--- config.mk ---
export PLATFORM = sky130hd
export DESIGN_NAME = lsu_bridge
export DESIGN_NICKNAME = d
export VERILOG_FILES = /design/src/rtl/lsu_bridge.sv
export SDC_FILE = /design/constraint.sdc
export NUM_CORES = 1
export LEC_CHECK = 0
export ABC_AREA = 1
export BUFFER_PORTS_ARGS = -buffer_cell sky130_fd_sc_hd__buf_2
export CAP_MARGIN = 10
export CORE_MARGIN = 4
export CORE_UTILIZATION = 55
export CTS_CLUSTER_SIZE = 25
export DETAILED_ROUTE_END_ITERATION = 8
export PLACE_DENSITY = 0.82
export SLEW_MARGIN = 25
export SYNTH_ARGS = -nofsm -noshare
export SYNTH_HDL_FRONTEND = slang
export SYNTH_SLANG_ARGS = --single-unit
--- constraint.sdc ---
create_clock -name clk_btn -period 13.1 [get_ports clk_btn]
set_clock_uncertainty 0.15 [all_clocks]
set_input_delay 3.275 -clock clk_btn [delete_from_list [all_inputs] [get_ports clk_btn]]
set_output_delay 3.275 -clock clk_btn [all_outputs]
set_load 0.01 [all_outputs]
--- src/rtl/lsu_bridge.sv ---
`default_nettype none
// ============================================================================
// Module   : lsu_bridge
// Purpose  : Load/store unit between the execute stage and a req/ack data
//            memory port. Misaligned accesses that cross an NB-byte boundary
//            are split into two aligned beats; loads are extended in here.
// Revision : 1.0 - initial release
// ============================================================================
module lsu_bridge #(
    parameter int XLEN             = 32,
    parameter int ADDR_W           = 32,
    parameter bit ALLOW_MISALIGNED = 1'b1
) (
    input  logic                clk_btn,
    input  logic                rst,
    input  logic                req_valid,
    output logic                req_ready,
    input  logic                req_wen,
    input  logic [ADDR_W-1:0]   req_addr,
    input  logic [1:0]          req_size,
    input  logic                req_unsigned,
    input  logic [XLEN-1:0]     req_wdata,
    output logic                rsp_valid,
    output logic [XLEN-1:0]     rsp_rdata,
    output logic                rsp_err,
    output logic                mem_req,
    input  logic                mem_ack,
    output logic [ADDR_W-1:0]   addr_to_mem,
    output logic [XLEN/8-1:0]   be,
    output logic                mem_wen,
    output logic [XLEN-1:0]     data_to_mem,
    input  logic [XLEN-1:0]     data_from_mem
);

    localparam int NB = XLEN / 8;
    localparam int OB = $clog2(NB);

    localparam logic [1:0] S_IDLE = 2'd0;
    localparam logic [1:0] S_ACC1 = 2'd1;
    localparam logic [1:0] S_ACC2 = 2'd2;
    localparam logic [1:0] S_RESP = 2'd3;

    logic [1:0]          state_q, state_d;
    logic                wen_q, uns_q, err_q, cross_q;
    logic [ADDR_W-1:0]   addr_q;
    logic [1:0]          size_q;
    logic [XLEN-1:0]     wdata_q;
    logic [2*XLEN-1:0]   rbuf_q;

    // Request-side classification, evaluated on the incoming fields
    logic [OB-1:0]       off_in;
    logic [3:0]          n_in;
    logic [4:0]          end_in;
    logic                cross_in, err_in, accept;

    assign off_in   = req_addr[OB-1:0];
    assign n_in     = 4'd1 << req_size;
    assign end_in   = 5'(off_in) + 5'(n_in);
    assign cross_in = end_in > 5'(NB);
    assign err_in   = (n_in > 4'(NB)) || (cross_in && !ALLOW_MISALIGNED);
    assign accept   = req_valid && (state_q == S_IDLE);

    // Quantities derived from the registered request
    logic [OB-1:0]       off_q;
    logic [3:0]          n_q;
    logic [ADDR_W-1:0]   beat1_addr, beat2_addr;
    logic [2*NB-1:0]     ones_w, mask_w;
    logic [2*XLEN-1:0]   wide_w;
    logic [XLEN-1:0]     sh_w, ld_w;
    logic                sgn_w;

    assign off_q      = addr_q[OB-1:0];
    assign n_q        = 4'd1 << size_q;
    assign beat1_addr = {addr_q[ADDR_W-1:OB], {OB{1'b0}}};
    assign beat2_addr = beat1_addr + ADDR_W'(NB);
    assign mask_w     = ones_w << off_q;
    assign wide_w     = {{XLEN{1'b0}}, wdata_q} << {off_q, 3'b000};
    assign sh_w       = XLEN'(rbuf_q >> {off_q, 3'b000});

    // Byte-enable seed and load extension: keep n bytes, fill the rest with sign or zero
    always_comb begin
        ones_w = '0;
        ld_w   = '0;
        sgn_w  = 1'b0;
        for (int i = 0; i < 2 * NB; i++) begin
            ones_w[i] = (i < int'(n_q));
        end
        for (int i = 0; i < NB; i++) begin
            if (i == int'(n_q) - 1) begin
                sgn_w = sh_w[8*i+7];
            end
        end
        for (int i = 0; i < NB; i++) begin
            ld_w[8*i +: 8] = (i < int'(n_q)) ? sh_w[8*i +: 8] : {8{sgn_w & ~uns_q}};
        end
    end

    // State register
    always_ff @(posedge clk_btn or posedge rst) begin
        if (rst) begin
            state_q <= S_IDLE;
        end else begin
            state_q <= state_d;
        end
    end

    // Next-state logic
    always_comb begin
        state_d = state_q;
        case (state_q)
            S_IDLE: if (req_valid) state_d = err_in ? S_RESP : S_ACC1;
            S_ACC1: if (mem_ack)   state_d = cross_q ? S_ACC2 : S_RESP;
            S_ACC2: if (mem_ack)   state_d = S_RESP;
            S_RESP:                state_d = S_IDLE;
            default:               state_d = S_IDLE;
        endcase
    end

    // Request capture at acceptance and read-beat capture on each ack
    always_ff @(posedge clk_btn or posedge rst) begin
        if (rst) begin
            wen_q   <= 1'b0;
            uns_q   <= 1'b0;
            err_q   <= 1'b0;
            cross_q <= 1'b0;
            addr_q  <= '0;
            size_q  <= '0;
            wdata_q <= '0;
            rbuf_q  <= '0;
        end else if (accept) begin
            wen_q   <= req_wen;
            uns_q   <= req_unsigned;
            err_q   <= err_in;
            cross_q <= cross_in;
            addr_q  <= req_addr;
            size_q  <= req_size;
            wdata_q <= req_wdata;
            rbuf_q  <= '0;
        end else if (mem_ack && state_q == S_ACC1) begin
            rbuf_q[XLEN-1:0] <= data_from_mem;
        end else if (mem_ack && state_q == S_ACC2) begin
            rbuf_q[2*XLEN-1:XLEN] <= data_from_mem;
        end
    end

    // Outputs decoded from state; bus outputs are zero outside a beat
    always_comb begin
        req_ready   = (state_q == S_IDLE);
        rsp_valid   = 1'b0;
        rsp_err     = 1'b0;
        rsp_rdata   = '0;
        mem_req     = 1'b0;
        mem_wen     = 1'b0;
        addr_to_mem = '0;
        be          = '0;
        data_to_mem = '0;
        case (state_q)
            S_ACC1: begin
                mem_req     = 1'b1;
                mem_wen     = wen_q;
                addr_to_mem = beat1_addr;
                be          = mask_w[NB-1:0];
                data_to_mem = wen_q ? wide_w[XLEN-1:0] : '0;
            end
            S_ACC2: begin
                mem_req     = 1'b1;
                mem_wen     = wen_q;
                addr_to_mem = beat2_addr;
                be          = mask_w[2*NB-1:NB];
                data_to_mem = wen_q ? wide_w[2*XLEN-1:XLEN] : '0;
            end
            S_RESP: begin
                rsp_valid = 1'b1;
                rsp_err   = err_q;
                rsp_rdata = (err_q || wen_q) ? '0 : ld_w;
            end
            default: ;
        endcase
    end

endmodule
`default_nettype wire

==> results by stage <==
Status:
- The run finished with clean final reports.

Placement:
- The placer's final routability congestion estimate is 0.939.
- The placed instance count is 1610.
- The worst setup slack before clock tree synthesis is 6.94 ns.
- Detailed placement finished with a half-perimeter wire length of 19.0 mm.
- The count of buffers added on input and output ports is 206.

Floorplanning:
- The die area is 0.0172 mm2.
- In this run the horizontal extent of the chip is 131 um.
- The core region area is around 0.015 mm2.
- Once the floorplan was initialized, standard cells occupied a little under three fifths of the core.
- The floorplan has 44 rows.
- about 210 I/O pins were placed.
- The floorplan step set the die height to 131 um.

Power and ir drop:
- Cell internal power was estimated by the tool at 1350 uW.
- Combinational cells account for roughly 50% of the total power.
- For this design the total switching power over the nets is around 1200 uW.
- The net switching share of the total power is 47.9%.
- The analysis attributes to cell leakage a power of 0.00503 uW.
- Dividing total power by cell area gives a power density of 258 mW/mm2.
- The sequential cell fraction of total power is around 29%.
- The clock network is responsible for 21.2% of the overall power.
- The highest ir drop seen on vdd is 0.191 mV.

Synthesis:
- The number of distinct library cells after synthesis is 32.
- Dividing the synthesized area by the synthesized cell count gives between 6 and 7 um2.
- The synthesized design contains 128 register bits.
- The number of synthesis warnings is 0.
- Counting flops with an async set or reset pin after synthesis yields a share of 100%.
- In this run, synthesis inferred 0 flip-flops with an integrated enable.
- Synthesis produced a netlist whose cell count is between 1000 and 1500.
- In the synthesized netlist the dominant register cell turns out to be sky130_fd_sc_hd__dfrtp_1.
- For this run, the register share of the synthesized area comes to 38.4%.
- The synthesized area is 0.00833 mm2.

STA:
- The final-report hold violation count is 0.
- Setup violations remaining at the end of the flow were counted as 0.
- The worst path meets setup with 6.37 ns of slack.
- In this run the tightest slew margin relative to its limit is a little under two fifths.
- Of the available clock period, the critical path in the final layout requires between 50% and 60%.
- The total negative setup slack is 0 ns.
- Setup repair after global routing left no endpoint under its margin.
- The highest attainable clock frequency is between 100 and 150 MHz.
- The final period demand of the worst path is about 6.7 ns.
- The pin slew with the least headroom to its limit is between 0.9 and 1 ns.
- The number of pins with negative max-slew slack in the final report is 0.

Hold path:
- The class of the tightest hold or removal check is reg2reg.

Clocking:
- The number of buffers added for setup after CTS is 0.
- Clock-pin slew was measured on the worst setup and hold paths at 0.06 ns.
- The clock drives about 130 sinks.
- Buffers inserted to repair hold after CTS numbered 0.
- The clock tree from TritonCTS is yes.
- The latest clock arrival within the worst-skew pair is 0.42 ns.
- The clock buffer count from CTS is 17.
- The clock tree buffer depth is 2.
- The number of H-tree branching levels is 4.
- The post-CTS resize count is 0.
- The tree is rooted in a sky130_fd_sc_hd__clkbuf_16.

Flow run:
- Max-cap violations in this run came to 0.

Worst setup path:
- Along the worst path, the maximum fanout reaches 25.
- The arrival time of data at the critical path endpoint is 3.30 ns.
- STA classifies the critical path endpoint as an output pin.
- The signal on the critical path passes through inv_1 > ha_1 > nand2_1 > inv_1 > nand2_1 > nor3_1 > buf_2.
- The slowest cell on the critical path is sky130_fd_sc_hd__nand2_1.
- In this design, the stage delay of the slowest critical-path cell is 0.72 ns.
- The class of the most critical setup path is reg2out.
- The startpoint kind of the worst setup timing path is a flop.
- Data on the critical path is required at its endpoint by 9.68 ns.

Finish:
- The share of final-layout standard cells stronger than drive strength 1 is 18.7%.
- The total number of nets in the final design is about 1600.
- 0 antenna diodes ended up in the layout.
- The non-filler instance count after layout is 1642.
- The layout-stage area growth over the synthesis result is 20.2%.
- The fraction of the core area covered by cells at the end of the flow is 68.1%.

Detailed routing:
- Across all layers, the routed design uses 9290 vias.
- The pre-antenna-repair detailed-routing pass consisted of 7 iterations.
- The first routing iteration left 1098 violations.
- Once detail routing completed, the nets flagged for antenna violations numbered 0.
- The remaining design rule violation count is 0.
- In the routed layout, each cell is associated on average with a via count of around 5.7.
- The sum of routed wire length over all layers is around 27 mm.
- In the final routed layout, each cell accounts on average for 16.6 um.

GRT:
- The number of global-route vias before repair is 8612.
- The wire length of the first global-routing pass is ~43 mm.
- Entering global routing, the biggest net connects 82 pins.
- The total global routing overflow is 0.
- The number of antenna violations at the first check in global routing is 0.
- Global routing used a little under a third of the available tracks.
==> flip-flops by register name, summed over array words and instances, names as in the netlist <==
signal,cells
err_q,1
addr_q,32
size_q,2
uns_q,1
wen_q,1
state_q,2
wdata_q,32
cross_q,1
rbuf_q,56
==> through the flow <==
stage | power, uW | area, um2 | hold slack [ns]
after CTS | 2550 | 10000 | 0.356
after floorplan | 1610 | 8340 | 0.321
after global placement | 1970 | 9340 | 0.338
after global routing | 2770 | 10000 | 0.373
after detailed placement | 2000 | 9340 | 0.343
final | 2580 | 10000 | 0.356
==> cells in the mapped netlist, drive strengths merged, types with 4 or more instances <==
library cell  number  area (um2)
a211oi             9        67.6
a21oi            101         505
a31oi              4        25.0
buf               29         161
clkbuf            45         169
dfrtp            128        3200
ha                 7        87.6
inv              129         484
mux2              12         135
nand2            437        1650
nand3             49         258
nand4              5        31.3
nor2             122         468
nor3              13        65.1
o21ai            173         866
o22ai             10        62.6
==> kinds of logic (layout without fill, tap and decap cells) <==
family | Yosys count | after routing | share of synthesized area, %
adder cells (fa/ha/maj) | 8 | 8 | 1.29
AND/OR/NAND/NOR | 627 | 627 | 29.7
buffers and inverters | 205 | 377 | 9.87
AO/OA/AOI/OAI | 303 | 303 | 18.9
XOR/XNOR | 1 | 1 | 0.105
other | 1 | 2 | 0.0450
multiplexers | 12 | 12 | 1.62
flip-flops | 128 | 128 | 38.4
==> placed cells by master, fill, tap and decap left out, types with 2 or more instances in the layout <==
cell,n
sky130_fd_sc_hd__a211oi_1,9
sky130_fd_sc_hd__a21oi_1,101
sky130_fd_sc_hd__a221oi_1,2
sky130_fd_sc_hd__a31oi_1,4
sky130_fd_sc_hd__buf_2,206
sky130_fd_sc_hd__buf_4,8
sky130_fd_sc_hd__bufinv_16,6
sky130_fd_sc_hd__clkbuf_16,17
sky130_fd_sc_hd__clkinv_2,2
sky130_fd_sc_hd__clkinvlp_4,4
sky130_fd_sc_hd__conb_1,2
sky130_fd_sc_hd__dfrtp_1,127
sky130_fd_sc_hd__ha_1,7
sky130_fd_sc_hd__inv_1,126
sky130_fd_sc_hd__inv_6,3
sky130_fd_sc_hd__mux2_2,12
sky130_fd_sc_hd__nand2_1,433
sky130_fd_sc_hd__nand2_2,4
sky130_fd_sc_hd__nand3_1,48
sky130_fd_sc_hd__nand4_1,5
sky130_fd_sc_hd__nor2_1,118
sky130_fd_sc_hd__nor2_2,4
sky130_fd_sc_hd__nor3_1,13
sky130_fd_sc_hd__o211ai_1,3
sky130_fd_sc_hd__o21ai_0,172
sky130_fd_sc_hd__o22ai_1,10
==> per-layer routing <==
layer  vias to the layer above  GRT usage (%)  wire length, um
li1                       4427              -                -
met2                       508           47.5            12100
met3                        59           8.71             2870
met4                         0           9.26              512
met1                      4296           45.0            11700
met5                         -              0                0
==> power by group through the flow <==
stage	Sequential [uW]	Clock, uW	Combinational (uW)
after floorplan	682	0	926
after global routing	760	564	1450
after global placement	726	0	1240
after detailed placement	733	0	1260
after CTS	730	547	1270
final	738	547	1300
==> cell type report <==
cell class / count / area (um2)
Clock buffer: 19 / 443
Sequential cell: 128 / 3200
Tap cell: 184 / 230
Timing Repair Buffer: 214 / 1090
Multi-Input combinational cell: 953 / 4310
Clock inverter: 13 / 233
Fill cell: 1328 / 4680
Inverter: 131 / 500
==> final timing paths <==
path	end	cells after the start	slack (ns)	startpoint
setup reg to reg	rbuf_q[54]	8	10.02	state_q[1]
hold reg to reg	wdata_q[9]	2	0.36	wdata_q[9]
setup / recovery	data_to_mem[24]	7	6.37	state_q[1]
min in group asynchronous	rbuf_q[26]	2	2.84	rst
hold / removal	wdata_q[9]	2	0.36	wdata_q[9]
max in group asynchronous	wdata_q[15]	3	8.85	rst
==> worst max-delay path, delay by kind of cell, from the launching register on <==
kind	cells	cell delay [ns]
adders and majority gates	1	0.70
buffers and inverters	3	0.51
DFF	1	0.42
and+or+nand+nor	3	1.24
No activity file was read; power rests on OpenSTA's default activity.
